<file path="src/rtl/free_recorder.sv">
// Free-play capture engine: run-length encodes the held note into (note, duration)
// entries and replays them over a valid/ready stream.
module free_recorder #(
   parameter int unsigned DEPTH     = 32,
   parameter int unsigned DUR_WIDTH = 8,
   parameter int unsigned TICK_DIV  = 5_000_000
) (
   input  logic                     clk,
   input  logic                     rst,
   input  logic [3:0]               user_input,
   input  logic                     higher_8,
   input  logic                     record_en,
   input  logic                     rd_start,
   input  logic                     rd_ready,
   output logic                     rd_valid,
   output logic [4:0]               rd_note,
   output logic [DUR_WIDTH-1:0]     rd_dur,
   output logic                     rd_done,
   output logic [$clog2(DEPTH):0]   count,
   output logic                     full,
   output logic                     recording
);
   localparam int unsigned AW = $clog2(DEPTH);
   localparam int unsigned CW = AW + 1;
   localparam int unsigned TW = $clog2(TICK_DIV + 1);
   localparam int unsigned EW = 5 + DUR_WIDTH;
   localparam logic [DUR_WIDTH-1:0] DUR_MAX   = '1;
   localparam logic [TW-1:0]        TICK_LAST = TW'(TICK_DIV - 1);
   localparam logic [CW-1:0]        LAST_SLOT = CW'(DEPTH - 1);

   typedef enum logic [1:0] {S_IDLE, S_REC, S_READ} state_t;

   state_t                 r_state;
   logic [4:0]             r_cur_note;
   logic                   r_rec_sync;
   logic                   r_rec_prev;
   logic [4:0]             r_seg_note;
   logic [DUR_WIDTH-1:0]   r_seg_dur;
   logic [TW-1:0]          r_tick;
   logic [CW-1:0]          r_count;
   logic                   r_full;
   logic                   r_recording;
   logic [AW-1:0]          r_rd_ptr;
   logic                   r_rd_valid;
   logic                   r_rd_done;
   logic [4:0]             r_rd_note;
   logic [DUR_WIDTH-1:0]   r_rd_dur;
   logic [EW-1:0]          r_mem [DEPTH];

   logic [4:0]             w_note_in;
   logic                   w_rec_rise;
   logic                   w_close;
   logic                   w_wr_en;
   logic [AW-1:0]          w_rd_addr;
   logic [EW-1:0]          w_rd_word;
   logic                   w_rd_last;

   assign w_note_in  = (user_input == 4'd0) ? 5'd0 : {higher_8, user_input};
   assign w_rec_rise = r_rec_sync & ~r_rec_prev;
   assign w_close    = (r_cur_note != r_seg_note) || (r_seg_dur == DUR_MAX);
   // Any close or the end of the session writes, but zero-tick segments are glitches.
   assign w_wr_en    = (r_state == S_REC) && (r_seg_dur != '0) && (!r_rec_sync || w_close);
   assign w_rd_addr  = (r_state == S_IDLE) ? '0 : r_rd_ptr;
   assign w_rd_word  = r_mem[w_rd_addr];
   assign w_rd_last  = ({1'b0, r_rd_ptr} == (r_count - CW'(1)));

   always_ff @(posedge clk) begin
      if (!rst && w_wr_en)
         r_mem[r_count[AW-1:0]] <= {r_seg_note, r_seg_dur};
   end

   always_ff @(posedge clk) begin
      if (rst) begin
         r_state     <= S_IDLE;
         r_cur_note  <= '0;
         r_rec_sync  <= 1'b0;
         r_rec_prev  <= 1'b0;
         r_seg_note  <= '0;
         r_seg_dur   <= '0;
         r_tick      <= '0;
         r_count     <= '0;
         r_full      <= 1'b0;
         r_recording <= 1'b0;
         r_rd_ptr    <= '0;
         r_rd_valid  <= 1'b0;
         r_rd_done   <= 1'b0;
         r_rd_note   <= '0;
         r_rd_dur    <= '0;
      end else begin
         r_cur_note <= w_note_in;
         r_rec_sync <= record_en;
         r_rec_prev <= r_rec_sync;
         r_rd_done  <= 1'b0;
         case (r_state)
            S_IDLE: begin
               if (w_rec_rise) begin
                  r_state     <= S_REC;
                  r_count     <= '0;
                  r_full      <= 1'b0;
                  r_seg_note  <= r_cur_note;
                  r_seg_dur   <= '0;
                  r_tick      <= '0;
                  r_recording <= 1'b1;
               end else if (rd_start) begin
                  if (r_count != '0) begin
                     r_state    <= S_READ;
                     r_rd_ptr   <= '0;
                     r_rd_valid <= 1'b1;
                     r_rd_note  <= w_rd_word[EW-1:DUR_WIDTH];
                     r_rd_dur   <= w_rd_word[DUR_WIDTH-1:0];
                  end else begin
                     r_rd_done <= 1'b1;
                  end
               end
            end
            S_REC: begin
               if (w_wr_en)
                  r_count <= r_count + CW'(1);
               if (w_wr_en && (r_count == LAST_SLOT)) begin
                  r_full      <= 1'b1;
                  r_state     <= S_IDLE;
                  r_recording <= 1'b0;
               end else if (!r_rec_sync) begin
                  r_state     <= S_IDLE;
                  r_recording <= 1'b0;
               end else if (w_close) begin
                  r_seg_note <= r_cur_note;
                  r_seg_dur  <= '0;
                  r_tick     <= '0;
               end else if (r_tick == TICK_LAST) begin
                  r_tick    <= '0;
                  r_seg_dur <= r_seg_dur + DUR_WIDTH'(1);
               end else begin
                  r_tick <= r_tick + TW'(1);
               end
            end
            S_READ: begin
               // After each accept, one bubble cycle fetches the next entry.
               if (r_rd_valid) begin
                  if (rd_ready) begin
                     r_rd_valid <= 1'b0;
                     if (w_rd_last) begin
                        r_rd_done <= 1'b1;
                        r_state   <= S_IDLE;
                     end else begin
                        r_rd_ptr <= r_rd_ptr + AW'(1);
                     end
                  end
               end else begin
                  r_rd_valid <= 1'b1;
                  r_rd_note  <= w_rd_word[EW-1:DUR_WIDTH];
                  r_rd_dur   <= w_rd_word[DUR_WIDTH-1:0];
               end
            end
            default: r_state <= S_IDLE;
         endcase
      end
   end

   assign rd_valid  = r_rd_valid;
   assign rd_note   = r_rd_note;
   assign rd_dur    = r_rd_dur;
   assign rd_done   = r_rd_done;
   assign count     = r_count;
   assign full      = r_full;
   assign recording = r_recording;

endmodule

</file>
<file path="config.mk">
export PLATFORM = sky130hd
export DESIGN_NAME = free_recorder
export DESIGN_NICKNAME = d
export VERILOG_FILES = /design/src/rtl/free_recorder.sv
export SDC_FILE = /design/constraint.sdc
export NUM_CORES = 1
export LEC_CHECK = 0
export BUFFER_PORTS_ARGS = -buffer_cell sky130_fd_sc_hd__buf_2
export CAP_MARGIN = 40
export CELL_PAD_IN_SITES_DETAIL_PLACEMENT = 0
export CELL_PAD_IN_SITES_GLOBAL_PLACEMENT = 1
export CORE_MARGIN = 10
export CORE_UTILIZATION = 26
export CTS_CLUSTER_DIAMETER = 100
export CTS_CLUSTER_SIZE = 25
export DETAILED_ROUTE_END_ITERATION = 7
export PLACE_DENSITY_LB_ADDON = 0.12
export SLEW_MARGIN = 20
export SYNTH_ARGS = -nofsm -noshare
export SYNTH_HDL_FRONTEND = slang
export SYNTH_SLANG_ARGS = --single-unit
</file>
<file path="constraint.sdc">
create_clock -name clk -period 3.4 [get_ports clk]
set_input_delay 0.34 -clock clk [delete_from_list [all_inputs] [get_ports clk]]
set_output_delay 0.34 -clock clk [all_outputs]
set_load 0.02 [all_outputs]
</file>
# Word level (Yosys, flattened, before mapping)
# Memories as Yosys holds them, arrays and structs flattened.
# Cells that the tools add are included.
# classes
add_sub_neg	5
multipliers	0
div	0
n_lt_le_gt_ge	0
n_eq_ne	25
shifts	0
mux	69
bitwise_logic	2
n_reduce_logical	25
# ops
cell	count
$mux W23	5
$mux W5	15
$mux W8	9
$pmux W23 S2	1
$pmux W8 S2	2
$pmux W5 S2	3
$ne A2 B2 Y1 const B	12
$add A23 B1 Y23 const B	1
$eq A23 B23 Y1 const B	1
$mux W1	18
$mux W2	8
$reduce_and A5 Y1	3
$mux W6	2
$pmux W6 S2	1
$ne A3 B2 Y1 const B	3
$reduce_and A3 Y1	3
$add A8 B1 Y8 const B	1
$eq A8 B8 Y1 const B	1
$pmux W1 S2	4
$reduce_and A4 Y1	2
$reduce_bool A8 Y1	1
$reduce_and A7 Y1	1
$add A6 B1 Y6 const B	1
$eq A5 B6 Y1	1
20 further kinds	27
# totals
ff_bits	73
latch_bits	0
mem_bits_rw	416
rom_bits	0
in_bits	10
n_memories	1
# mem_list
name	words	width	read_ports	rd_clocked_by_memory_dff	wr	line	source
r_mem	32	13	1	0	1	48	logic [EW-1:0] r_mem [DEPTH];

# Longest topological paths before layout
# depth
ltp_word	7
ltp_mapped	10
ltp_nobuf	8

# Worst setup path before layout
# OpenSTA, ideal clock, no wires.
# synth_timing
path_kind	register -> register
start	register r_seg_dur[1]
end	memory r_mem[31][0] in the netlist's numbering (enable)
arrival_ns	3.369
t_required_ns	2.978
setup_slack_ns	-0.391
stages_incl_launch_ff	7
period_less_slack_ns	3.791
cell_sequence	dfxtp_1 ha_1 nand3_1 nor2_1 nor4b_4 nor2_2 nor4b_1
# synth_via
elab_chain_cells	7
# synth_rtl
item	line	source
start, declared	38	logic [DUR_WIDTH-1:0] r_seg_dur;
start signal, assigned	132	r_seg_dur <= r_seg_dur + DUR_WIDTH'(1);
$eq A8 B8 Y1	60	assign w_close = (r_cur_note != r_seg_note) || (r_seg_dur == DUR_MAX);
$logic_or A1 B1 Y1	60	
$logic_or A1 B1 Y1	62	assign w_wr_en = (r_state == S_REC) && (r_seg_dur != '0) && (!r_rec_sync || w_close);
$logic_and A1 B1 Y1 *	62	
$logic_and A1 B1 Y1 *	68	if (!rst && w_wr_en)
$mux W1 *	68	
$mux W1 (implied by the code) *	69	r_mem[r_count[AW-1:0]] <= {r_seg_note, r_seg_dur};
end, declared	48	
# Every way passes the cells marked *; elsewhere a longest branch is shown, timed or not.

# Worst setup path in the final report
# layout_timing
start	register r_seg_dur[0]
end	memory r_mem[22][9] in the netlist's numbering (enable)
# Same word-level chain as after synthesis.

==> qor.csv <==
metric,value,unit
total_power,10.5,mW
end_kind,flop,
p_leak,7.37,nW
fin_skew,0.0326,ns
path_clk_slew,0.11,ns
layout_common_cells,"edfxtp_1 (416), mux2i_1 (169), a21oi_1 (126), nand3_1 (78), buf_4 (78)",
dp_slack,0.355,ns
ant_nets,0,
combPwrFrac,1.7,%
grt_pass1_vias,12800,
status,completed,
ys_ff_latch,489,
critPathKind,reg2reg,
finalHoldViolCount,0,
p_sw,2.27,mW
drive_gt1_share,12.2,%
tns,0,ns
crit_fanout,13,
slew_violations,0,
synth-seq-area-share,67.8,%
start_util,26.1,%
gr-usage-all-layers,13.6,%
ys.flop_type,edfxtp_1,
final_common_cell,edfxtp_1,
root_buffer,clkbuf_16,
grt_pass1_wl,91600,um
fin_crit_sh,90.5,%
p_int,8.24,mW
fmax,325,MHz
first_iter_violations,828,
start_kind,flop,
required,3.68,ns
async_reset_ff_share,0,%
worstMarginPinSlew,0.800,ns
die-width,301,um
cts_setup_buffers,0,
setup_viol,0,
synth_warnings,0,
dpl.hpwl,39600,um
maxCapViolations,0,
max_slew_margin,46.5,%
rsz0062_at_grt,no,
wirelength,62900,um
core,78700,sq um
htree_num_levels,1,
nFillCells,7891,
antenna_found_initial,1,
swShare,21.6,%
synth_cell_types,68,
overflow,0,
syn_to_final_growth,13.6,%
fin_ws,0.324,ns
gp_congestion,0.729,
drc,0,
critical_path_arrival,3.36,ns
ir_worst_vdd,0.346,mV
hold_path_class,in2reg,
post_drt_wl_per_cell,23.9,um
period_minus_slack,3.08,ns
place_inst,2572,
dieArea,90800,sq um
cts_num_sinks,489,
clkPwrFrac,37.1,%
p_per_area,450,nW/um^2
rows,103,
clock_latency,0.61,ns
seq_power_share,61.2,%
avgViaCountPerCell,4.75,
synthCells,1501,
dr.pass1.iters,5,
port_buffers,32,
nets,1575,
die_h,301,um
instances_no_fill,2628,
cts_buffer_depth,3,
syn_nets,1519,
vias,12500,
avgSynthCellArea,13.7,sq um
syn_area,20600,sq um
synth_edf_count,416,
cts_tree,done,
cts_buffers,27,
grt_max_degree,111,
io_pins,33,
==> power groups by stage <==
stage,registers [mW],logic (mW),clock network (mW)
2_1_floorplan,6.58,0.0912,0
3_3_place_gp,6.57,0.175,0
3_5_place_dp,6.57,0.176,0
4_1_cts,6.44,0.182,4.06
5_1_grt,6.44,0.197,4.25
6_report,6.43,0.177,3.90
==> worst max-delay path: stages (launching register included) <==
cell and delay, ns:
dfxtp_1 0.37, buf_4 0.19, inv_1 0.08, ha_1 0.20, nor4b_2 0.18, a21o_1 0.22
nor2_2 0.34, nand3b_1 0.61, nor2_1 0.27, buf_4 0.28
==> state kept, by name (all words and copies together) (netlist names), 2 cells and up <==
register / count
r_cur_note: 5
rd_dur: 8
r_seg_note: 5
r_tick: 23
r_mem: 416
rd_note: 5
r_rd_ptr: 5
r_seg_dur: 8
r_state: 2
count: 6
==> kinds of logic after synthesis <==
logic type	Yosys count	synth area share [%]
compound gates	326	10.1
simple gates	381	10.4
fa+ha+maj	8	0.487
flops	489	67.8
mux	170	8.28
xor+xnor	14	0.633
buf+inv	113	2.36
==> final timing paths <==
| kind | depth (start not counted) | slack, ns | to | from |
|---|---|---|---|---|
| setup / recovery | 9 | 0.32 | r_mem[22][9] | r_seg_dur[0] |
| hold reg to reg | 2 | 0.47 | r_tick[22] | r_tick[22] |
| hold / removal | 2 | 0.12 | count[1] | rst |
| setup reg to reg | 9 | 0.32 | r_mem[22][9] | r_seg_dur[0] |
==> synth_stat cells, types with 10 or more instances <==
cell / instances / area (sq um)
a22oi_1: 26 / 195
a31oi_1: 27 / 169
nor3_1: 22 / 110
nand3_1: 78 / 390
nor2_1: 56 / 210
nand2_1: 58 / 218
nand4_1: 26 / 163
a22o_1: 13 / 114
and3_1: 10 / 62.6
xnor2_1: 10 / 87.6
nor2b_1: 36 / 225
o21ai_1: 21 / 105
inv_1: 16 / 60.1
edfxtp_1: 416 / 12500
nand2b_1: 31 / 194
dfxtp_1: 73 / 1460
mux2i_1: 169 / 1690
o221ai_1: 26 / 228
a21oi_1: 126 / 631
or3_1: 12 / 75.1
o211ai_1: 28 / 210
nand3b_1: 10 / 75.1
o21ai_0: 34 / 170
clkbuf_1: 50 / 188
buf_2: 39 / 195
==> repair_timing <==
| action | in CTS | in global routing |
|---|---|---|
| resized for setup | 0 | 0 |
| hold buffers | 6 | 0 |
| endpoints found under the hold margin | 6 | 0 |
==> metal layers <==
metal	track usage, %	vias to the layer above	routed length [um]
li1	-	5887	-
met2	22.5	224	29800
met4	2.96	2	1140
met5	0	-	12
met1	19.0	6303	29800
met3	1.38	54	2200
==> layout make-up <==
| class | count | area (sq um) | share of cell area, % |
|---|---|---|---|
| Sequential cell | 489 | 14000 | 59.7 |
| Inverter | 16 | 60.1 | 0.257 |
| Tap cell | 1050 | 1310 | 5.62 |
| Timing Repair Buffer | 124 | 941 | 4.02 |
| Clock buffer | 36 | 741 | 3.17 |
| Clock inverter | 13 | 179 | 0.765 |
| Antenna cell | 1 | 2.50 | 0.0107 |
| Multi-Input combinational cell | 899 | 6180 | 26.4 |
==> through the flow <==
stage               hold slack (ns)  instance area (sq um)  utilization (%)
floorplan                     0.436                  20600                -
global placement              0.462                  22400             28.4
detailed placement            0.459                  22400             28.4
CTS                          0.0938                  23400             29.7
global route                  0.121                  23400             29.7
finish                        0.123                  23400             29.7
Note: power is estimated with default switching activity, not from simulation.
